**src/rtl/mem_stage_ctrl_if.sv**
```systemverilog
// Data-memory request bus between the memory stage (master) and a
// variable-latency data memory (slave).
interface mem_stage_ctrl_if #(
  parameter int ADDR_WIDTH = 32
);
  logic                  mem_req;
  logic                  mem_we;
  logic [ADDR_WIDTH-1:0] mem_addr;
  logic [31:0]           mem_wdata;
  logic [3:0]            mem_be;
  logic                  mem_ready;
  logic [31:0]           mem_rdata;

  modport master (
    output mem_req, mem_we, mem_addr, mem_wdata, mem_be,
    input  mem_ready, mem_rdata
  );

  modport slave (
    input  mem_req, mem_we, mem_addr, mem_wdata, mem_be,
    output mem_ready, mem_rdata
  );
endinterface

```
**src/rtl/mem_stage_ctrl.sv**
```systemverilog
// RV32 memory stage: turns execute-stage loads/stores into valid/ready memory
// requests, stalls upstream while in flight and registers results into writeback.
module mem_stage_ctrl #(
  parameter int ADDR_WIDTH     = 32,
  parameter int RF_ADDR_WIDTH  = 5,
  parameter int TIMEOUT_CYCLES = 64
) (
  input  logic                     clk,
  input  logic                     reset,
  input  logic                     ValidE,
  input  logic                     RegWriteE,
  input  logic                     MemReadE,
  input  logic                     MemWriteE,
  input  logic [2:0]               Funct3E,
  input  logic [ADDR_WIDTH-1:0]    ALUOutE,
  input  logic [31:0]              StoreDataE,
  input  logic [RF_ADDR_WIDTH-1:0] WriteAddressE,
  output logic                     StallM,
  mem_stage_ctrl_if.master         mem,
  output logic                     ValidW,
  output logic                     RegWriteW,
  output logic [RF_ADDR_WIDTH-1:0] WriteAddressW,
  output logic [31:0]              ResultW,
  output logic                     ErrW,
  output logic [1:0]               ErrCodeW
);

  localparam logic [1:0] IDLE = 2'd0;
  localparam logic [1:0] BUSY = 2'd1;
  localparam logic [1:0] DONE = 2'd2;

  localparam int CNT_W     = (TIMEOUT_CYCLES > 0) ? (($clog2(TIMEOUT_CYCLES + 1) > 0) ? $clog2(TIMEOUT_CYCLES + 1) : 1) : 1;
  localparam int TO_LAST_I = (TIMEOUT_CYCLES > 0) ? (TIMEOUT_CYCLES - 1) : 0;
  localparam logic [CNT_W-1:0] CNT_LAST = CNT_W'(TO_LAST_I);

  localparam logic [1:0] ERR_NONE     = 2'b00;
  localparam logic [1:0] ERR_MISALIGN = 2'b01;
  localparam logic [1:0] ERR_FUNCT3   = 2'b10;
  localparam logic [1:0] ERR_TIMEOUT  = 2'b11;

  logic [1:0]               state_r;
  logic [CNT_W-1:0]         cnt_r;
  logic                     req_r;
  logic                     we_r;
  logic [ADDR_WIDTH-1:0]    mem_addr_r;
  logic [ADDR_WIDTH-1:0]    eff_addr_r;
  logic [31:0]              wdata_r;
  logic [3:0]               be_r;
  logic [2:0]               funct3_r;
  logic                     regwrite_r;
  logic [RF_ADDR_WIDTH-1:0] rd_r;

  logic                     valid_w_r;
  logic                     regwrite_w_r;
  logic [RF_ADDR_WIDTH-1:0] waddr_w_r;
  logic [31:0]              result_w_r;
  logic                     err_w_r;
  logic [1:0]               errcode_w_r;

  logic                     memop_s;
  logic                     f3_legal_s;
  logic                     misalign_s;
  logic                     start_s;
  logic [3:0]               be_s;
  logic [31:0]              wdata_s;

  // Selects the addressed lane of a load word and applies sign/zero extension.
  function automatic logic [31:0] load_extend(input logic [31:0] rdata,
                                              input logic [2:0]  f3,
                                              input logic [1:0]  lane);
    logic [7:0]  b;
    logic [15:0] h;
    b = rdata[{lane, 3'b000} +: 8];
    h = lane[1] ? rdata[31:16] : rdata[15:0];
    case (f3)
      3'b000:  load_extend = {{24{b[7]}}, b};
      3'b001:  load_extend = {{16{h[15]}}, h};
      3'b100:  load_extend = {24'h00_0000, b};
      3'b101:  load_extend = {16'h0000, h};
      default: load_extend = rdata;
    endcase
  endfunction

  // Execute-stage decode: legality, alignment, byte enables and store lanes.
  always_comb begin
    memop_s    = ValidE & (MemReadE | MemWriteE);
    f3_legal_s = 1'b0;
    misalign_s = 1'b0;
    be_s       = 4'b1111;
    wdata_s    = 32'h0000_0000;
    if (MemWriteE) begin
      f3_legal_s = (Funct3E == 3'b000) || (Funct3E == 3'b001) || (Funct3E == 3'b010);
    end else begin
      f3_legal_s = (Funct3E == 3'b000) || (Funct3E == 3'b001) || (Funct3E == 3'b010) ||
                   (Funct3E == 3'b100) || (Funct3E == 3'b101);
    end
    case (Funct3E[1:0])
      2'b01:   misalign_s = ALUOutE[0];
      2'b10:   misalign_s = (ALUOutE[1:0] != 2'b00);
      default: misalign_s = 1'b0;
    endcase
    if (MemWriteE) begin
      case (Funct3E[1:0])
        2'b00: begin
          be_s    = 4'b0001 << ALUOutE[1:0];
          wdata_s = {4{StoreDataE[7:0]}};
        end
        2'b01: begin
          be_s    = ALUOutE[1] ? 4'b1100 : 4'b0011;
          wdata_s = {2{StoreDataE[15:0]}};
        end
        default: begin
          be_s    = 4'b1111;
          wdata_s = StoreDataE;
        end
      endcase
    end else begin
      be_s    = 4'b1111;
      wdata_s = 32'h0000_0000;
    end
    start_s = memop_s & f3_legal_s & ~misalign_s;
  end

  // Stall is combinational so the IDLE cycle of a legal access already holds execute;
  // it is gated by reset so an abandoned access releases the pipeline at once.
  always_comb begin
    if (!reset) begin
      StallM = 1'b0;
    end else if (state_r == BUSY) begin
      StallM = 1'b1;
    end else if (state_r == IDLE) begin
      StallM = start_s;
    end else begin
      StallM = 1'b0;
    end
  end

  // Access FSM, request/bus registers and writeback registers.
  always_ff @(posedge clk or negedge reset) begin
    if (!reset) begin
      state_r      <= IDLE;
      cnt_r        <= '0;
      req_r        <= 1'b0;
      we_r         <= 1'b0;
      mem_addr_r   <= '0;
      eff_addr_r   <= '0;
      wdata_r      <= 32'h0000_0000;
      be_r         <= 4'b0000;
      funct3_r     <= 3'b000;
      regwrite_r   <= 1'b0;
      rd_r         <= '0;
      valid_w_r    <= 1'b0;
      regwrite_w_r <= 1'b0;
      waddr_w_r    <= '0;
      result_w_r   <= 32'h0000_0000;
      err_w_r      <= 1'b0;
      errcode_w_r  <= ERR_NONE;
    end else begin
      case (state_r)
        IDLE: begin
          if (memop_s && !start_s) begin
            valid_w_r    <= 1'b1;
            regwrite_w_r <= 1'b0;
            waddr_w_r    <= WriteAddressE;
            result_w_r   <= 32'(ALUOutE);
            err_w_r      <= 1'b1;
            errcode_w_r  <= f3_legal_s ? ERR_MISALIGN : ERR_FUNCT3;
          end else if (start_s) begin
            state_r      <= BUSY;
            cnt_r        <= '0;
            req_r        <= 1'b1;
            we_r         <= MemWriteE;
            mem_addr_r   <= {ALUOutE[ADDR_WIDTH-1:2], 2'b00};
            eff_addr_r   <= ALUOutE;
            wdata_r      <= wdata_s;
            be_r         <= be_s;
            funct3_r     <= Funct3E;
            regwrite_r   <= RegWriteE;
            rd_r         <= WriteAddressE;
            valid_w_r    <= 1'b0;
            regwrite_w_r <= 1'b0;
            waddr_w_r    <= '0;
            result_w_r   <= 32'h0000_0000;
            err_w_r      <= 1'b0;
            errcode_w_r  <= ERR_NONE;
          end else begin
            valid_w_r    <= ValidE;
            regwrite_w_r <= RegWriteE;
            waddr_w_r    <= WriteAddressE;
            result_w_r   <= 32'(ALUOutE);
            err_w_r      <= 1'b0;
            errcode_w_r  <= ERR_NONE;
          end
        end
        BUSY: begin
          if (mem.mem_ready) begin
            state_r      <= DONE;
            req_r        <= 1'b0;
            valid_w_r    <= 1'b1;
            regwrite_w_r <= regwrite_r;
            waddr_w_r    <= rd_r;
            result_w_r   <= we_r ? 32'(eff_addr_r) : load_extend(mem.mem_rdata, funct3_r, eff_addr_r[1:0]);
            err_w_r      <= 1'b0;
            errcode_w_r  <= ERR_NONE;
          end else if ((TIMEOUT_CYCLES != 0) && (cnt_r == CNT_LAST)) begin
            state_r      <= DONE;
            req_r        <= 1'b0;
            valid_w_r    <= 1'b1;
            regwrite_w_r <= 1'b0;
            waddr_w_r    <= rd_r;
            result_w_r   <= 32'h0000_0000;
            err_w_r      <= 1'b1;
            errcode_w_r  <= ERR_TIMEOUT;
          end else begin
            cnt_r        <= cnt_r + CNT_W'(1);
          end
        end
        DONE: begin
          // Execute still presents the completed op here, so it must not be re-issued.
          state_r      <= IDLE;
          valid_w_r    <= 1'b0;
          regwrite_w_r <= 1'b0;
          waddr_w_r    <= '0;
          result_w_r   <= 32'h0000_0000;
          err_w_r      <= 1'b0;
          errcode_w_r  <= ERR_NONE;
        end
        default: begin
          state_r      <= IDLE;
          req_r        <= 1'b0;
          valid_w_r    <= 1'b0;
          regwrite_w_r <= 1'b0;
          err_w_r      <= 1'b0;
          errcode_w_r  <= ERR_NONE;
        end
      endcase
    end
  end

  assign mem.mem_req   = req_r;
  assign mem.mem_we    = we_r;
  assign mem.mem_addr  = mem_addr_r;
  assign mem.mem_wdata = wdata_r;
  assign mem.mem_be    = be_r;

  assign ValidW        = valid_w_r;
  assign RegWriteW     = regwrite_w_r;
  assign WriteAddressW = waddr_w_r;
  assign ResultW       = result_w_r;
  assign ErrW          = err_w_r;
  assign ErrCodeW      = errcode_w_r;

endmodule

```
**src/flat_wrapper.sv**
```systemverilog
// flat-port wrapper written by rule: the top's interface ports become plain ports
module mem_stage_ctrl_flat 
#(
  parameter int ADDR_WIDTH     = 32,
  parameter int RF_ADDR_WIDTH  = 5,
  parameter int TIMEOUT_CYCLES = 64
)
  (clk, reset, ValidE, RegWriteE, MemReadE, MemWriteE, Funct3E, ALUOutE, StoreDataE, WriteAddressE, StallM, ValidW, RegWriteW, WriteAddressW, ResultW, ErrW, ErrCodeW, mem_mem_req, mem_mem_we, mem_mem_addr, mem_mem_wdata, mem_mem_be, mem_mem_ready, mem_mem_rdata);
  mem_stage_ctrl_if #(.ADDR_WIDTH(ADDR_WIDTH)) mem_i ();
  input  logic clk;
  input  logic reset;
  input  logic ValidE;
  input  logic RegWriteE;
  input  logic MemReadE;
  input  logic MemWriteE;
  input  logic [2:0] Funct3E;
  input  logic [ADDR_WIDTH-1:0] ALUOutE;
  input  logic [31:0] StoreDataE;
  input  logic [RF_ADDR_WIDTH-1:0] WriteAddressE;
  output logic StallM;
  output logic ValidW;
  output logic RegWriteW;
  output logic [RF_ADDR_WIDTH-1:0] WriteAddressW;
  output logic [31:0] ResultW;
  output logic ErrW;
  output logic [1:0] ErrCodeW;
  output wire logic [$bits(mem_i.mem_req)-1:0] mem_mem_req;
  output wire logic [$bits(mem_i.mem_we)-1:0] mem_mem_we;
  output wire logic [$bits(mem_i.mem_addr)-1:0] mem_mem_addr;
  output wire logic [$bits(mem_i.mem_wdata)-1:0] mem_mem_wdata;
  output wire logic [$bits(mem_i.mem_be)-1:0] mem_mem_be;
  input wire logic [$bits(mem_i.mem_ready)-1:0] mem_mem_ready;
  input wire logic [$bits(mem_i.mem_rdata)-1:0] mem_mem_rdata;
  assign mem_mem_req = mem_i.mem_req;
  assign mem_mem_we = mem_i.mem_we;
  assign mem_mem_addr = mem_i.mem_addr;
  assign mem_mem_wdata = mem_i.mem_wdata;
  assign mem_mem_be = mem_i.mem_be;
  assign mem_i.mem_ready = mem_mem_ready;
  assign mem_i.mem_rdata = mem_mem_rdata;
  mem_stage_ctrl #(.ADDR_WIDTH(ADDR_WIDTH), .RF_ADDR_WIDTH(RF_ADDR_WIDTH), .TIMEOUT_CYCLES(TIMEOUT_CYCLES)) u_core (.clk(clk), .reset(reset), .ValidE(ValidE), .RegWriteE(RegWriteE), .MemReadE(MemReadE), .MemWriteE(MemWriteE), .Funct3E(Funct3E), .ALUOutE(ALUOutE), .StoreDataE(StoreDataE), .WriteAddressE(WriteAddressE), .StallM(StallM), .mem(mem_i), .ValidW(ValidW), .RegWriteW(RegWriteW), .WriteAddressW(WriteAddressW), .ResultW(ResultW), .ErrW(ErrW), .ErrCodeW(ErrCodeW));
endmodule
```
**config.mk**
```make
export PLATFORM = sky130hd
export DESIGN_NAME = mem_stage_ctrl_flat
export DESIGN_NICKNAME = d
export VERILOG_FILES = /design/src/rtl/mem_stage_ctrl_if.sv /design/src/rtl/mem_stage_ctrl.sv /design/src/flat_wrapper.sv
export SDC_FILE = /design/constraint.sdc
export NUM_CORES = 1
export LEC_CHECK = 0
export CAP_MARGIN = 20
export CORE_ASPECT_RATIO = 0.5
export CORE_UTILIZATION = 47
export DETAILED_ROUTE_END_ITERATION = 12
export PLACE_DENSITY = 0.92
export SLEW_MARGIN = 40
export SYNTH_ARGS = -nofsm -noshare
export SYNTH_HDL_FRONTEND = slang
export SYNTH_SLANG_ARGS = --single-unit
```
**constraint.sdc**
```tcl
create_clock -name clk -period 3.84 [get_ports clk]
set_input_delay 1.152 -clock clk [delete_from_list [all_inputs] [get_ports clk]]
set_output_delay 1.152 -clock clk [all_outputs]
set_load 0.02 [all_outputs]
```
# Word level (Yosys, flattened, before mapping)
# Cells that the tools add are included.
[totals]
ff_bits = 160
n_memories = 0
latchBits = 0
mem_bits_rw = 0
elab_cells = 117
out_inout_bits = 113
romBits = 0
inputBits = 111
[classes]
addsub = 1
shift = 2
n_div = 0
n_mul = 0
n_eq_ne = 17
reduce_logical = 18
n_bitwise = 7
n_mux = 55
order_cmp = 0
[op_table]
columns = ["operator", "n"]
rows = [
  ["32-bit 2-to-1 mux", 6],
  ["32-bit case mux with 4 select lines", 1],
  ["32-bit case mux with 3 select lines", 1],
  ["32-bit case mux with 2 select lines", 1],
  ["32-bit by 6-bit variable part select with 8-bit output", 1],
  ["7-bit 2-to-1 mux", 4],
  ["5-bit 2-to-1 mux", 4],
  ["1-bit 2-to-1 mux", 17],
  ["16-bit 2-to-1 mux", 1],
  ["2-bit 2-to-1 mux", 8],
  ["5-bit case mux with 3 select lines", 1],
  ["7-bit case mux with 2 select lines", 1],
  ["3-bit == test, second input constant", 4],
  ["4-bit 2-to-1 mux", 2],
  ["1-bit case mux with 2 select lines", 4],
  ["2-bit case mux with 2 select lines", 2],
  ["4-bit case mux with 2 select lines", 1],
  ["7-bit by 1-bit adder with 7-bit output, second input constant", 1],
  ["7-bit by 6-bit == test with 1-bit output, second input constant", 1],
  ["3-bit by 1-bit == test with 1-bit output, second input constant", 2],
  ["3-bit logical NOT", 2],
  ["2-bit != test, second input constant", 3],
  ["3-bit AND reduction", 2],
  ["5-bit AND reduction", 1],
  ["18 further kinds", 29],
]

# Depth between registers and ports, before layout
[depth]
word_depth = 12
depth_mapped = 10
depth_no_buf = 7

# Least setup slack after synthesis
# No wires, ideal clock.
[synth_timing]
path_kind = "input -> output"
start = "in Funct3E[0]"
end = "out StallM"
t_required_ps = 2688
slack_ps = 7
path_buffers = 2
arrival_ps = 2681
stages = 8
path_cell_list = "inv_1 ha_1 buf_2 nor2_2 a22oi_2 nand3_1 clkbuf_1 a21boi_0"
[synth_between]
elab_chain_len = 11
word_cells_on_any_way = 19
classes_between = "eq/ne: 6; mux: 5; bitwise: 3; reduce/logical: 5"
[synth_rtl]
columns = ["element", "line", "text"]
rows = [
  ["start, declared", "flat_wrapper.sv:16", "input logic [2:0] Funct3E;"],
  ["3-bit by 1-bit == test with 1-bit output / 3-bit logical NOT (equally long branches)", "mem_stage_ctrl.sv:92, mem_stage_ctrl.sv:94", ""],
  ["1-bit logical OR (2 in a row)", "mem_stage_ctrl.sv:92, mem_stage_ctrl.sv:94", ""],
  ["1-bit logical OR", "mem_stage_ctrl.sv:94", "f3_legal_s = (Funct3E == 3'b000) || (Funct3E == 3'b001) || (Funct3E == 3'b010) ||"],
  ["1-bit logical OR", "mem_stage_ctrl.sv:95", "(Funct3E == 3'b100) || (Funct3E == 3'b101);"],
  ["1-bit 2-to-1 mux", "mem_stage_ctrl.sv:91", "if (MemWriteE) begin"],
  ["1-bit bitwise AND", "mem_stage_ctrl.sv:121", "start_s = memop_s & f3_legal_s & ~misalign_s;"],
  ["1-bit bitwise AND (*)", "mem_stage_ctrl.sv:121", ""],
  ["1-bit 2-to-1 mux (*)", "mem_stage_ctrl.sv:131", "end else if (state_r == IDLE) begin"],
  ["1-bit 2-to-1 mux (*)", "mem_stage_ctrl.sv:129", "end else if (state_r == BUSY) begin"],
  ["1-bit 2-to-1 mux (*)", "mem_stage_ctrl.sv:127", "if (!reset) begin"],
  ["end, declared", "flat_wrapper.sv:20", "output logic StallM;"],
]
# Every way passes the cells marked *; elsewhere a longest branch is shown, timed or not.

# Worst setup path after layout
# Same ends and word-level chain as after synthesis.

==> results.toml <==
[outcome]
status = "complete, no violations"

[clocking]
clockRootBuffer = "clkbuf_16"
cts_tree = "built"
clk_latency_ps = 410
h-tree-depth = 4
cts_buffer_depth = 2
numCtsBuffers = 17
clk_pin_slew_ps = 60
hold_buffers = 0
cts.sinks = 130

[synthesis]
ys_warn_count = 0
yosysTopAreaCellShare_pct = 47.1
synthArstFlopShare_pct = 100
synth-seq-cells = 130
synth.avg_cell_area_um2 = 8.36
seq_area_frac_synth_pct = 47.1
synth_area_mm2 = 0.00691
netlist_top_cells_area = "dfrtp_1 47%, nand2_1 12%, nor2_1 3.6%"
synth.largest_area_cell = "dfrtp_1"
netlist-cell-type-count = 61
syn-instance-count = 827
synth-edff-count = 0
ys.flop_type = "dfrtp_1"

[global_route]
grt_use_total_pct = 31.7
grt_pass1_wl_um = 37700
antenna_found_initial = 0
grt_pass1_vias = 7253
grt_max_degree = 86
grt.overflow.total = 0

[worst_setup_path]
reg2reg_from = "u_core.state_r[1]$_DFFE_PN0P_"
r2r_slack_ps = 1100
worst-r2r-cell-count = 9
critPathCaptureType = "output port"
worstPathArrival_ps = 2540
crit_path_start = "Funct3E[0]"
crit_fanout = 3
timing.rr.end = "u_core.ResultW[22]$_DFFE_PN0P_"
required_ps = 2690
crit_type = "in -> out"
startpoint_type = "input port"

[finish]
num_antenna_cells = 0
final_layout_size_suffix_gt1_share_pct = 8.36
stdcell_count = 1221
fin_nets = 1134
syn2layout_area_growth_pct = 42.3

[power_and_ir_drop]
power_frac_seq_pct = 29.9
clkPwrFrac_pct = 19.0
power_mw = 8.39
p_sw_share_pct = 43.0
p_per_area_mw_per_mm2 = 854
p_leak_nw = 4.35
peakVddDrop_mv = 0.356
pwr-share-comb_pct = 51.1
intPower_mw = 4.78
p_sw_mw = 3.61

[timing]
min_period_over_period_pct = 96.1
hold_violations = 0
max_freq_ghz = 0.271
rsz0062_at_grt = "false"
period_needed_ps = 3690
tns_ps = 0
slew_viol_final = 0
tightest_slew_ps = 701
relSlewSlack_pct = 52.1
skew_ps = 9.94
hold_slack_ps = 475
setup-violations-final = 0

[routing]
vias = 7294
via_per_inst = 5.97
wirelength_um = 24300
post-route-drc-count = 0
drt_pass1_iterations = 5
drt_first_iter_violations = 829
wl_per_cell_um = 19.9
drtAntennaViolNets = 0

[die]
dieHeight_um = 87.7
io_pins = 224
fp-row-count = 30
dieArea_mm2 = 0.0152
core_area_mm2 = 0.0139
die_x_um = 173
start_util_pct = 49.6

[worst_hold_path]
worstHoldEndpoint = "u_core.mem.mem_wdata[13]$_DFFE_PN0P_"
min_path_cells = 2
hp-start = "u_core.mem.mem_wdata[13]$_DFFE_PN0P_"
hp-class = "reg -> reg"

[placement]
place_hpwl_um = 15900
place_congestion = 0.933
port_buffers = 221
place_inst = 1186

[job]
max_cap_viol_count = 0
state kept, by name, indices dropped and copies added (netlist names):
name and count:
u_core.ErrCodeW 2, u_core.ErrW 1, u_core.RegWriteW 1, u_core.ResultW 32
u_core.ValidW 1, u_core.WriteAddressW 5, u_core.cnt_r 7, u_core.eff_addr_r 32
u_core.funct3_r 3, u_core.mem.mem_be 4, u_core.mem.mem_req 1, u_core.mem.mem_wdata 32
u_core.mem.mem_we 1, u_core.rd_r 5, u_core.regwrite_r 1, u_core.state_r 2
layout make-up:
type | instances | area [um^2]
inverter | 18 | 67.6
timing repair buffer | 256 | 2530
multi-input combinational | 593 | 3180
clock buffer | 19 | 433
clock inverter | 13 | 135
tap | 192 | 240
sequential | 130 | 3250
fill | 970 | 4090
critical path, cell delays in order:
cell and delay (ps):
dlygate4sd2_1 270, inv_1 190, ha_1 220, nand2b_1 110
a22oi_2 210, nand3_4 110, a21boi_2 120, buf_4 150
cell usage in the layout (no fill, tap or decap), drive strengths merged, types with 6 or more instances in the layout:
| cell type | Yosys | layout |
|---|---|---|
| a211oi | 8 | 8 |
| a21oi | 38 | 38 |
| a221o | 6 | 6 |
| a221oi | 6 | 6 |
| a22o | 15 | 15 |
| a22oi | 7 | 7 |
| a31oi | 24 | 24 |
| buf | 54 | 36 |
| clkbuf | 33 | 20 |
| clkdlybuf4s50 | 0 | 217 |
| clkinv | 0 | 7 |
| dfrtp | 130 | 130 |
| ha | 7 | 7 |
| inv | 18 | 20 |
| mux2i | 7 | 7 |
| nand2 | 223 | 223 |
| nand2b | 7 | 7 |
| nand3 | 39 | 39 |
| nor2 | 68 | 68 |
| nor3 | 9 | 9 |
| o211ai | 7 | 7 |
| o21ai | 49 | 49 |
| o31ai | 23 | 23 |
cells in the mapped netlist (8+ instances only):
cell      count
o21ai_0      35
inv_1        18
nor2_1       67
buf_2        21
a31oi_1      24
dfrtp_1     130
nor3_1        8
o31ai_1      22
clkbuf_1     33
o21ai_1      13
nand3_1      39
a21oi_1      38
nand2_1     223
a22o_1       15
buf_4        32
through the flow:
step	util [%]	setup slack (ps)	cell area (um^2)
final	70.6	149	9830
after global placement	66.0	-575	9190
after global routing	70.6	98.5	9830
after floorplan	-	7.08	6910
after detailed placement	66.1	-677	9210
after CTS	70.5	20.9	9820
how the worst max path moves through the flow:
stage	end	slack [ps]	depth (start not counted)
3_5_place_dp	StallM	-680	8
3_3_place_gp	StallM	-580	8
4_1_cts	StallM	20	9
2_1_floorplan	StallM	7	8
6_report	StallM	150	8
5_1_grt	StallM	100	8
cells by family after synthesis:
kind of cell | Yosys count | synth area share (%)
AOI/OAI and AO/OA | 206 | 20.1
adders and majority gates | 7 | 1.27
buffers and inverters | 105 | 7.82
DFF | 130 | 47.1
muxes | 10 | 1.50
other | 1 | 0.0543
and+or+nand+nor | 368 | 22.2
power groups by stage:
stage          sequential (mW)  combinational (mW)  clock, mW
6_report                  2.51                4.29       1.60
3_3_place_gp              2.46                4.00          0
2_1_floorplan             2.80                2.16          0
5_1_grt                   2.57                4.57       1.66
3_5_place_dp              2.49                4.16          0
4_1_cts                   2.49                4.24       1.60
what timing repair did:
action / 4_1_cts / 5_1_grt
resized for setup: 14 / 2
endpoints found under the setup margin: 1 / 1
pin swaps: 3 / 1
setup buffers: 2 / 1
metal layers:
layer | share of wire, % | global-route usage (%) | vias up | wire length (um)
li1 | - | - | 3219 | -
met1 | 39 | 38.9 | 3493 | 9510
met2 | 48 | 54.9 | 475 | 11700
met3 | 8.2 | 6.16 | 107 | 1990
met4 | 4.4 | 15.6 | 0 | 1060
met5 | 0 | 0 | - | 0
Note: power is estimated with default switching activity, not from simulation.
